File: src/rtl/clock_pkg.sv
// Shared constants, state type and BCD helpers for the time-preset path.
package clock_pkg;

  localparam logic [7:0] SEC_MAX    = 8'h59;
  localparam logic [7:0] MIN_MAX    = 8'h59;
  localparam logic [7:0] HOUR24_MAX = 8'h23;
  localparam logic [7:0] HOUR12_MAX = 8'h12;

  localparam logic [1:0] ERR_OK      = 2'b00;
  localparam logic [1:0] ERR_RANGE   = 2'b01;
  localparam logic [1:0] ERR_TIMEOUT = 2'b10;
  localparam logic [1:0] ERR_TARGET  = 2'b11;

  typedef enum logic [1:0] {
    S_IDLE  = 2'd0,
    S_CHECK = 2'd1,
    S_LOAD  = 2'd2,
    S_DONE  = 2'd3
  } state_t;

  function automatic logic nib_ok(input logic [7:0] b);
    return (b[7:4] <= 4'd9) && (b[3:0] <= 4'd9);
  endfunction

  // BCD +12 for hours 01..11; a low digit of 8/9 only occurs with tens 0.
  function automatic logic [7:0] add12_bcd(input logic [7:0] h);
    return (h[3:0] >= 4'd8) ? (h + 8'h18) : (h + 8'h12);
  endfunction

endpackage

File: src/rtl/bcd_time_check.sv
// Validates a captured BCD time word and converts it to 24h BCD.
// PRESET_CLAMP_EN: clamp BCD-valid out-of-range sec/min/24h-hour instead of rejecting.
module bcd_time_check
  import clock_pkg::*;
(
  input  logic [24:0] time_word,
  input  logic        mode12,
  output logic [7:0]  sec_o,
  output logic [7:0]  min_o,
  output logic [7:0]  hour_o,
  output logic        valid
);

  logic [7:0] sec, min, hour, hour24, hour12;
  logic       pm, sec_ok, min_ok, h24_ok, h12_ok;

  always_comb begin
    sec  = time_word[7:0];
    min  = time_word[15:8];
    hour = time_word[23:16];
    pm   = time_word[24];
`ifdef PRESET_CLAMP_EN
    sec_o  = (sec > SEC_MAX) ? SEC_MAX : sec;
    min_o  = (min > MIN_MAX) ? MIN_MAX : min;
    hour24 = (hour > HOUR24_MAX) ? HOUR24_MAX : hour;
    sec_ok = nib_ok(sec);
    min_ok = nib_ok(min);
    h24_ok = nib_ok(hour);
`else
    sec_o  = sec;
    min_o  = min;
    hour24 = hour;
    sec_ok = nib_ok(sec) && (sec <= SEC_MAX);
    min_ok = nib_ok(min) && (min <= MIN_MAX);
    h24_ok = nib_ok(hour) && (hour <= HOUR24_MAX);
`endif
    h12_ok = nib_ok(hour) && (hour != 8'h00) && (hour <= HOUR12_MAX);
    // 12 AM is midnight (00), 12 PM stays 12, other PM hours gain 12.
    if (pm) hour12 = (hour == HOUR12_MAX) ? HOUR12_MAX : add12_bcd(hour);
    else    hour12 = (hour == HOUR12_MAX) ? 8'h00 : hour;
    hour_o = mode12 ? hour12 : hour24;
    valid  = sec_ok && min_ok && (mode12 ? h12_ok : h24_ok);
  end

endmodule

File: src/rtl/preset_router.sv
// Captures a BCD time preset, validates/normalises it and delivers it to one
// of NUM_TARGETS units with a one-hot PE strobe and per-target ack.
// Optional macro PRESET_CLAMP_EN (see bcd_time_check) clamps out-of-range fields.
//
// Handshake: a target loads pre_* while its PE bit is high; it answers by
// raising its pe_ack bit, which ends the strobe on the following edge.
module preset_router
  import clock_pkg::*;
#(
  parameter int NUM_TARGETS = 3,
  parameter int ACK_TIMEOUT = 15,
  parameter int TSEL_W      = 2
) (
  input  logic                   CP,
  input  logic                   _CR,
  input  logic [31:0]            display_time,
  input  logic                   time_mode,
  input  logic [TSEL_W-1:0]      target_sel,
  input  logic                   load_req,
  input  logic [NUM_TARGETS-1:0] pe_ack,
  output logic [7:0]             pre_sec,
  output logic [7:0]             pre_min,
  output logic [7:0]             pre_hour,
  output logic [NUM_TARGETS-1:0] PE,
  output logic                   busy,
  output logic                   done,
  output logic [1:0]             err_code,
  output logic [1:0]             state_dbg
);

  localparam logic [7:0] CNT_LAST = 8'(ACK_TIMEOUT - 1);

  state_t                 state_q, state_d;
  logic [24:0]            cap_q, cap_d;
  logic                   mode_q, mode_d;
  logic [TSEL_W-1:0]      sel_q, sel_d;
  logic [7:0]             pre_sec_q, pre_sec_d, pre_min_q, pre_min_d, pre_hour_q, pre_hour_d;
  logic [NUM_TARGETS-1:0] pe_q, pe_d, sel_onehot;
  logic [1:0]             err_q, err_d;
  logic [7:0]             cnt_q, cnt_d;

  logic [7:0] chk_sec, chk_min, chk_hour;
  logic       chk_valid;
  logic       unused_time_bits;

  assign unused_time_bits = ^display_time[31:25];

  bcd_time_check u_check (
    .time_word (cap_q),
    .mode12    (mode_q),
    .sec_o     (chk_sec),
    .min_o     (chk_min),
    .hour_o    (chk_hour),
    .valid     (chk_valid)
  );

  always_comb begin
    sel_onehot = '0;
    for (int i = 0; i < NUM_TARGETS; i++) sel_onehot[i] = (int'(sel_q) == i);
  end

  always_ff @(posedge CP or negedge _CR) begin
    if (!_CR) begin
      state_q    <= S_IDLE;
      cap_q      <= '0;
      mode_q     <= 1'b0;
      sel_q      <= '0;
      pre_sec_q  <= 8'h00;
      pre_min_q  <= 8'h00;
      pre_hour_q <= 8'h00;
      pe_q       <= '0;
      err_q      <= ERR_OK;
      cnt_q      <= 8'd0;
    end else begin
      state_q    <= state_d;
      cap_q      <= cap_d;
      mode_q     <= mode_d;
      sel_q      <= sel_d;
      pre_sec_q  <= pre_sec_d;
      pre_min_q  <= pre_min_d;
      pre_hour_q <= pre_hour_d;
      pe_q       <= pe_d;
      err_q      <= err_d;
      cnt_q      <= cnt_d;
    end
  end

  always_comb begin
    state_d    = state_q;
    cap_d      = cap_q;
    mode_d     = mode_q;
    sel_d      = sel_q;
    pre_sec_d  = pre_sec_q;
    pre_min_d  = pre_min_q;
    pre_hour_d = pre_hour_q;
    pe_d       = pe_q;
    err_d      = err_q;
    cnt_d      = cnt_q;
    case (state_q)
      S_IDLE: begin
        if (load_req) begin
          cap_d   = display_time[24:0];
          mode_d  = time_mode;
          sel_d   = target_sel;
          err_d   = ERR_OK;
          state_d = S_CHECK;
        end
      end
      S_CHECK: begin
        if (int'(sel_q) >= NUM_TARGETS) begin
          err_d   = ERR_TARGET;
          state_d = S_DONE;
        end else if (!chk_valid) begin
          err_d   = ERR_RANGE;
          state_d = S_DONE;
        end else begin
          pre_sec_d  = chk_sec;
          pre_min_d  = chk_min;
          pre_hour_d = chk_hour;
          pe_d       = sel_onehot;
          cnt_d      = 8'd0;
          state_d    = S_LOAD;
        end
      end
      S_LOAD: begin
        // pe_q is one-hot on the selected target, so this ignores foreign acks.
        if (|(pe_ack & pe_q)) begin
          pe_d    = '0;
          state_d = S_DONE;
        end else if (cnt_q == CNT_LAST) begin
          pe_d    = '0;
          err_d   = ERR_TIMEOUT;
          state_d = S_DONE;
        end else begin
          cnt_d = cnt_q + 8'd1;
        end
      end
      S_DONE:  state_d = S_IDLE;
      default: state_d = S_IDLE;
    endcase
  end

  always_comb begin
    busy      = (state_q != S_IDLE);
    done      = (state_q == S_DONE);
    state_dbg = state_q;
    pre_sec   = pre_sec_q;
    pre_min   = pre_min_q;
    pre_hour  = pre_hour_q;
    PE        = pe_q;
    err_code  = err_q;
  end

endmodule
File: config.mk
export PLATFORM = sky130hd
export DESIGN_NAME = preset_router
export DESIGN_NICKNAME = d
export VERILOG_FILES = /design/src/rtl/clock_pkg.sv /design/src/rtl/bcd_time_check.sv /design/src/rtl/preset_router.sv
export SDC_FILE = /design/constraint.sdc
export NUM_CORES = 1
export LEC_CHECK = 0
export ABC_AREA = 1
export BUFFER_PORTS_ARGS = -buffer_cell sky130_fd_sc_hd__buf_4
export CORE_MARGIN = 5
export CORE_UTILIZATION = 40
export CTS_CLUSTER_SIZE = 20
export DETAILED_ROUTE_END_ITERATION = 10
export HOLD_SLACK_MARGIN = 0.02
export PLACE_DENSITY = 0.68
export SKIP_CTS_REPAIR_TIMING = 1
export SLEW_MARGIN = 15
export SYNTH_ARGS = -nofsm -noshare
export SYNTH_HDL_FRONTEND = slang
export SYNTH_SLANG_ARGS = --single-unit
File: constraint.sdc
create_clock -name CP -period 2 [get_ports CP]
set_input_delay 0.6 -clock CP [delete_from_list [all_inputs] [get_ports CP]]
set_output_delay 0.6 -clock CP [all_outputs]
set_load 0.02 [all_outputs]
Word-level counts from Yosys, hierarchy flattened
Index checks and enable logic that the tools add are counted.
{ "totals": {"reg_bits": 67, "in_bits": 41, "output_inout_bits": 33, "word_cells": 93} }
{ "classes": {"n_addsub": 3, "magnitude_cmp": 12, "eq_ne": 15, "mux": 28, "bitwise": 2, "n_reduce_logical": 23} }
{ "op_table": {"columns": ["op", "n"], "rows": [
  ["8-bit 2-to-1 mux", 9],
  ["4-bit <= comparator, second input constant", 6],
  ["8-bit by 5-bit adder with 8-bit output, second input constant", 2],
  ["8-bit by 7-bit <= comparator with 1-bit output, second input constant", 2],
  ["2-bit 2-to-1 mux", 8],
  ["8-bit one-hot mux with 2 select lines", 1],
  ["3-bit 2-to-1 mux", 4],
  ["2-bit inequality test, second input constant", 6],
  ["1-bit logical AND", 10],
  ["5-bit AND reduction", 2],
  ["8-bit by 1-bit adder with 8-bit output, second input constant", 1],
  ["2-bit equality test, second input constant", 4],
  ["8-bit by 4-bit equality test with 1-bit output, second input constant", 1],
  ["8-bit by 5-bit equality test with 1-bit output, second input constant", 1],
  ["8-bit by 5-bit <= comparator with 1-bit output, second input constant", 1],
  ["8-bit by 6-bit <= comparator with 1-bit output, second input constant", 1],
  ["2-bit one-hot mux with 4 select lines", 1],
  ["8-bit nonzero test", 1],
  ["3-bit inequality test, second input constant", 2],
  ["2-bit one-hot mux with 3 select lines", 1],
  ["3-bit one-hot mux with 2 select lines", 1],
  ["4-bit >= comparator, second input constant", 1],
  ["2-bit zero test", 2],
  ["2-bit AND reduction", 2],
  ["10 further kinds", 13]
]} }

Logic depth before layout (Yosys ltp)
Gate-level depths: netlist (run 1).
{ "logic_depth": {"word_depth": 9, "mapped_depth": 11, "depth_no_buf": 11} }

Modules after synthesis
From an unflattened synthesis (run 1), not the netlist that was laid out.
{ "unflattened": {"cells_unflattened": 418, "area_unflattened_um2": 3562.2} }
{ "by_module_without_submodules": {"columns": ["mod", "n_inst", "cells_per_inst", "area_each_um2", "seq_area_each_um2"], "rows": [
  ["preset_router", 1, 319, 3037.9, 1676.6],
  ["bcd_time_check", 1, 99, 524.3, 0.0]
]} }

Worst setup path before layout (run 1)
No wires, ideal clock.
{ "synth_path": {"path_type": "reg-to-reg", "start": "register state_q[0] (netlist: state_dbg[0])", "end": "register cnt_q[0]", "setup_ps": 117, "t_arrival_ps": 1670, "required_ps": 1883, "path_slack_ps": 213, "stages_incl_launch_ff": 9, "n_path_buf": 0, "period_less_slack_ps": 1787, "path_cell_list": "dfrtp_1 inv_1 ha_1 inv_2 o21ai_0 nor2_2 nand2_2 nand2_1 nand2_1"} }
{ "synth_between": {"elab_chain_len": 3, "elab_cells_between_ends": 9, "cone_classes": "eq/ne: 6; mux: 1; reduce/logical: 2"} }
{ "synth_rtl": {"columns": ["item", "line_no", "source"], "rows": [
  ["start: declaration", "preset_router.sv:33", "state_t state_q, state_d;"],
  ["start signal: assignment", "preset_router.sv:75", "state_q <= state_d;"],
  ["2-bit equality test / 2-bit by 1-bit equality test with 1-bit output (equally long branches)", "preset_router.sv:99", "case (state_q)"],
  ["2-bit inequality test (no source line) / 2-bit nonzero test (equally long branches)", null, null],
  ["5-bit AND reduction (no source line)", null, null],
  ["end signal: assignment", "preset_router.sv:84", "cnt_q <= cnt_d;"],
  ["end: declaration", "preset_router.sv:40", "logic [7:0] cnt_q, cnt_d;"]
]} }
Parallel ways exist; a longest one is shown, timed or not.
A chain may end at the register's enable or synchronous reset.

Final worst setup path (run 1)
{ "layout_path": {"start": "register state_q[0] (netlist: state_dbg[0])", "end": "output port busy"} }
{ "layout_between": {"elab_chain_len": 1} }
{ "layout_rtl": {"columns": ["item", "line_no", "source"], "rows": [
  ["2-bit nonzero test", "preset_router.sv:144", "busy = (state_q != S_IDLE);"],
  ["end: declaration", "preset_router.sv:25", "output logic busy,"]
]} }
No other way between the ends.

==> out/results.tsv, run 1 <==
metric	value	unit
cts.htree.levels	3	
worstSkewPairLatency	0.34	ns
avgSynthCellArea	8.49	um^2
synth_area	3310	um^2
async_reset_ff_frac	1.00	
firstDrtPassIters	4	
cts.sinks	67	
synth_edf_count	0	
cp_num_cells	4	
n_fill_cell	772	
grtUsageTotal	0.157	
layout_worst_path_cycle_share	0.969	
fp.dieH	101	um
grt_pass1_wl	12600	um
gp_congestion	0.842	
ys_types	25	
start_kind	flip-flop	
status	completed	
reg2reg_depth	9	
gr-total-overflow	0	
endpoint	busy	
synth-main-ff-cell	dfrtp_1	
regArea	1680	um^2
reg2reg_from	state_dbg[0]	
drt-vias-per-instance	4.76	
power_density	1310	nW/um^2
maxSlewHeadroom	0.767	
vias	2732	
timing.fmax	516	MHz
synth_seq_area_share	0.507	
syn_nets	443	
ioPinCount	74	
setup_viol	0	
die_width	101	um
ant_nets	0	
areaGrowthSynthToFinish	26.2	%
reg2reg_slack	0.23	ns
hold_slack	0.139	ns
hold_viol_final	0	
yosysWarnings	0	
clockRootBuffer	clkbuf_8	
synth_seq_cells	67	
drive_above_1_share	0.258	
dp_hpwl	5320	um
crit_buf_inv	3	
cts_tree	done	
cts_buffers	9	
drc_errors	0	
finalWirelength	7460	um
worst-endpoint-required	1.40	ns
antenna_found_initial	0	
setup_ws	0.0617	ns
grt_max_degree	47	
ir_drop	0.472	mV
crit_type	flip-flop to output port	
slew_violations	0	
preCtsSetupSlack	0.186	ns
num_rows	33	
grt_pass1_vias	2782	
start_util	0.407	
dieArea	10200	um^2
slowest_delay	0.46	ns
end_kind	output port	
num-nets-final	517	
worst_pin_slew	0.349	ns
path_delay_family	flip-flops	
clockBufferDepth	2	
leakage	2.25	nW
crit_top_cell	inv_1	
fin_setup_tns	0	ns
clk_pin_slew_worst_paths	0.08	ns
first_iter_violations	104	
arrival	1.34	ns
reg2reg_to	cnt_q[3]	
cp_slowest_cell	dfrtp_2	
p_total	5.48	mW
port_buffers	66	
min_period	1.94	ns
fin_skew	0.00722	ns
path_cells	inv_1 > ha_1 > inv_1 > buf_4	
n_antenna_cell	0	
worstHoldPathType	input port to asynchronous set/reset pin	
multi_input_area	1420	um^2
core	8130	um^2
path_max_fanout	7	
syn_inst	390	
max_cap_viol_count	0	
fin_util	0.513	
routedWlPerCell	13.0	um
cp-startpoint	state_dbg[0]	
cells by family (layout without fill, tap and decap cells):
family | after synthesis | in the layout | synth area share
compound gates | 26 | 26 | 0.0461
xor+xnor | 4 | 4 | 0.0106
fa+ha+maj | 12 | 12 | 0.0454
buf+inv | 47 | 126 | 0.0658
flops | 67 | 67 | 0.507
mux | 17 | 17 | 0.0578
simple gates | 217 | 217 | 0.268
flip-flops by register name, indices dropped and copies added (netlist names):
register,flops
PE,3
cap_q,25
cnt_q,8
err_code,2
mode_q,1
pre_hour,8
pre_min,8
pre_sec,8
sel_q,2
state_dbg,2
through the flow:
step,cells,instance area (um^2)
finish,574,4180
global placement,558,3940
detailed placement,558,3940
floorplan,390,3310
CTS,574,4180
global route,574,4180
worst register-to-register path, cell delays in order, from the launching register on:
cell and delay, ns:
dfrtp_2 0.43, inv_1 0.11, ha_1 0.32, nand2_1 0.06, inv_1 0.06, o21ai_0 0.09
nor2_2 0.26, nand2_2 0.19, nand2_1 0.10, nand2_1 0.05
how the worst min path moves through the flow:
| stage | from | to | slack, ns | depth (start not counted) |
|---|---|---|---|---|
| finish | _CR | state_dbg[1] | 0.14 | 1 |
| global route | _CR | state_dbg[1] | 0.16 | 1 |
| CTS | _CR | pre_hour[1] | 0.14 | 1 |
| detailed placement | cap_q[0] | pre_sec[0] | 0.45 | 2 |
| global placement | cap_q[0] | pre_sec[0] | 0.44 | 2 |
| floorplan | _CR | PE[0] | 0.30 | 0 |
cell usage after synthesis, types with 4 or more instances:
cell type | instances | area [um^2]
ha_1 | 12 | 150
a21oi_1 | 12 | 60.1
dfrtp_1 | 67 | 1680
nand3_1 | 25 | 125
nor2_1 | 38 | 143
nor2_2 | 4 | 25.0
o21ai_0 | 7 | 35.0
buf_6 | 5 | 56.3
inv_1 | 34 | 128
clkbuf_1 | 4 | 15.0
nand2_1 | 140 | 526
mux2_2 | 17 | 191
layout make-up:
cell class,count,area share
sequential,67,0.402
multi-input combinational,276,0.339
timing repair buffer,73,0.137
inverter,37,0.0333
tap,105,0.0315
clock buffer,10,0.0306
clock inverter,6,0.0270
layer usage:
metal  vias to the layer above  share of wire  track usage
met3                        12          0.052       0.0422
met5                         -              0            0
met1                      1290           0.43        0.191
met4                         0          0.016       0.0634
met2                        57           0.50        0.263
li1                       1373              -            -
cell usage in the layout, fill, tap and decap left out:
cell / Yosys / layout
o21ai_0: 7 / 7
ha_1: 12 / 12
nand2_2: 2 / 2
nand3b_1: 2 / 2
nand3_1: 25 / 25
nor2_2: 4 / 4
nand2_1: 140 / 140
inv_2: 3 / 3
buf_12: 0 / 2
nor3_1: 3 / 3
nor2_1: 38 / 38
inv_6: 0 / 1
a21oi_2: 1 / 1
bufinv_16: 0 / 3
clkinv_4: 0 / 1
dfrtp_1: 67 / 66
nand4_2: 1 / 1
or2_2: 1 / 1
clkbuf_8: 0 / 9
clkinv_2: 0 / 1
mux2_2: 17 / 17
o211ai_1: 3 / 3
dfrtp_2: 0 / 1
clkbuf_1: 4 / 1
xnor2_1: 1 / 1
nand4_1: 1 / 1
a21oi_1: 12 / 12
inv_1: 34 / 34
buf_4: 1 / 71
xor2_1: 3 / 3
o21ai_2: 3 / 3
power by group:
group	switching, mW	internal (mW)
Sequential	0.310	1.72
Combinational	1.23	0.845
Clock	0.541	0.833
Total	2.09	3.40
No activity file was read; power rests on OpenSTA's default activity.
==> inputs of run 2 (changes only) <==
--- a/config.mk
+++ b/config.mk
@@ -7,12 +7,14 @@
 export LEC_CHECK = 0
 export ABC_AREA = 1
 export BUFFER_PORTS_ARGS = -buffer_cell sky130_fd_sc_hd__buf_4
+export CAP_MARGIN = 0
 export CORE_MARGIN = 5
 export CORE_UTILIZATION = 40
 export CTS_CLUSTER_SIZE = 20
 export DETAILED_ROUTE_END_ITERATION = 10
 export HOLD_SLACK_MARGIN = 0.02
 export PLACE_DENSITY = 0.68
+export RECOVER_POWER = 25
 export SKIP_CTS_REPAIR_TIMING = 1
 export SLEW_MARGIN = 15
 export SYNTH_ARGS = -nofsm -noshare
==> out/results.tsv, run 2 (same netlist as run 1, synthesis figures left out) <==
metric	value	unit	change
num_rows	33		unchanged
setup_ws	0.0625	ns	+0.000768 ns
fin_setup_tns	0	ns	unchanged
p_total	5.48	mW	about the same
preCtsSetupSlack	0.186	ns	unchanged
antenna_found_initial	0		unchanged
fin_util	0.513		about the same
clockRootBuffer	clkbuf_8		
layout_commonest_cell	nand2_1		
path_max_fanout	7		unchanged
power_density	1310	nW/um^2	about the same
end_kind	output port		
top_register	cap_q		
status	completed		
grtUsageTotal	0.157		unchanged
num-nets-final	517		unchanged
drive_above_1_share	0.256		-0.00213
setup_viol	0		unchanged
grt_pass1_vias	2782		unchanged
start_util	0.407		unchanged
worst_pin_slew	1.28	ns	+0.936 ns
layout_worst_path_cycle_share	0.969		about the same
slew_violations	0		unchanged
n_fill_cell	774		+0.26%
max_cap_viol_count	0		unchanged
maxSlewHeadroom	0.143		-0.623
worstHoldPathType	flip-flop to flip-flop		
worst-endpoint-required	1.40	ns	about the same
gp_congestion	0.842		unchanged
min_period	1.94	ns	-0.000768 ns
hold_viol_final	0		unchanged
cts_buffers	9		unchanged
reg2reg_slack	0.23	ns	about the same
drc_errors	0		unchanged
port_buffers	66		unchanged
crit_type	flip-flop to output port		
drt-vias-per-instance	4.76		about the same
gr-total-overflow	0		unchanged
cts.htree.levels	3		unchanged
ir_drop	0.472	mV	about the same
cts.sinks	67		unchanged
clk_pin_slew_worst_paths	0.08	ns	about the same
leakage	2.25	nW	-0.16%
ant_nets	0		unchanged
first_iter_violations	105		+0.96%
dieArea	10200	um^2	unchanged
final_cell_mix	nand2_1 (140), buf_4 (70), dfrtp_1 (66)		
die_width	101	um	unchanged
finalWirelength	7460	um	about the same
fp.dieH	101	um	unchanged
fin_skew	0.00722	ns	+0.00000491 ns
worstSkewPairLatency	0.34	ns	about the same
n_antenna_cell	0		unchanged
largest_reg_flops	25		unchanged
areaGrowthSynthToFinish	26.1	%	about the same
dp_hpwl	5320	um	unchanged
grt_max_degree	47		unchanged
cts_tree	done		
arrival	1.34	ns	about the same
timing.fmax	516	MHz	about the same
routedWlPerCell	13.0	um	about the same
start_kind	flip-flop		
vias	2731		-0.037%
grt_pass1_wl	12600	um	unchanged
clockBufferDepth	2		unchanged
core	8130	um^2	unchanged
ioPinCount	74		unchanged
firstDrtPassIters	4		unchanged
-- run 2: cell count changes in the layout (fill, tap and decap cells not counted), sizes merged --
cell    previous run  this run
clkbuf            10        11
buf               73        72
-- run 2: area by class of cell --
cell class | count | area (um^2) | share of cell area
multi-input cells | 276 | 1420 | 0.339
flip-flops and latches | 67 | 1680 | 0.402
clock inverters | 6 | 113 | 0.0270
repair buffers | 73 | 569 | 0.136
inverters | 37 | 139 | 0.0333
well taps | 105 | 131 | 0.0315
clock buffers | 10 | 128 | 0.0306
-- run 2: through the flow --
| step | instance area [um^2] | std cells | hold slack (ns) |
|---|---|---|---|
| final | 4170 | 574 | 0.464 |
| after global routing | 4170 | 574 | 0.471 |
| after CTS | 4180 | 574 | 0.141 |
| after detailed placement | 3940 | 558 | 0.454 |
| after global placement | 3940 | 558 | 0.444 |
| after floorplan | 3310 | 390 | 0.304 |
-- run 2: worst paths after layout --
path                                 to          from  cells past startpoint
max                                busy  state_dbg[0]                      4
min                          pre_sec[0]      cap_q[0]                      2
max reg2reg                    cnt_q[3]  state_dbg[0]                      9
min reg2reg                  pre_sec[0]      cap_q[0]                      2
max in group asynchronous    pre_min[0]           _CR                      2
min in group asynchronous  state_dbg[1]           _CR                      1
-- run 2: per-layer routing --
layer	up-vias	track usage	wire length [um]
met3	10	0.0422	419
met5	-	0	0
li1	1373	-	-
met4	0	0.0634	119
met2	58	0.263	3720
met1	1290	0.191	3200
-- run 2: where the power goes --
group / switching [mW] / leakage (nW) / total [mW] / internal [mW]
clock network: 0.539 / 0.121 / 1.37 / 0.833
logic: 1.24 / 1.27 / 2.08 / 0.845
registers: 0.310 / 0.854 / 2.03 / 1.72
-- run 2: worst max-delay path: stages, from the launching register on --
cell and delay [ns]:
dfrtp_2 0.46, inv_1 0.14, ha_1 0.20, inv_1 0.06, buf_4 0.15
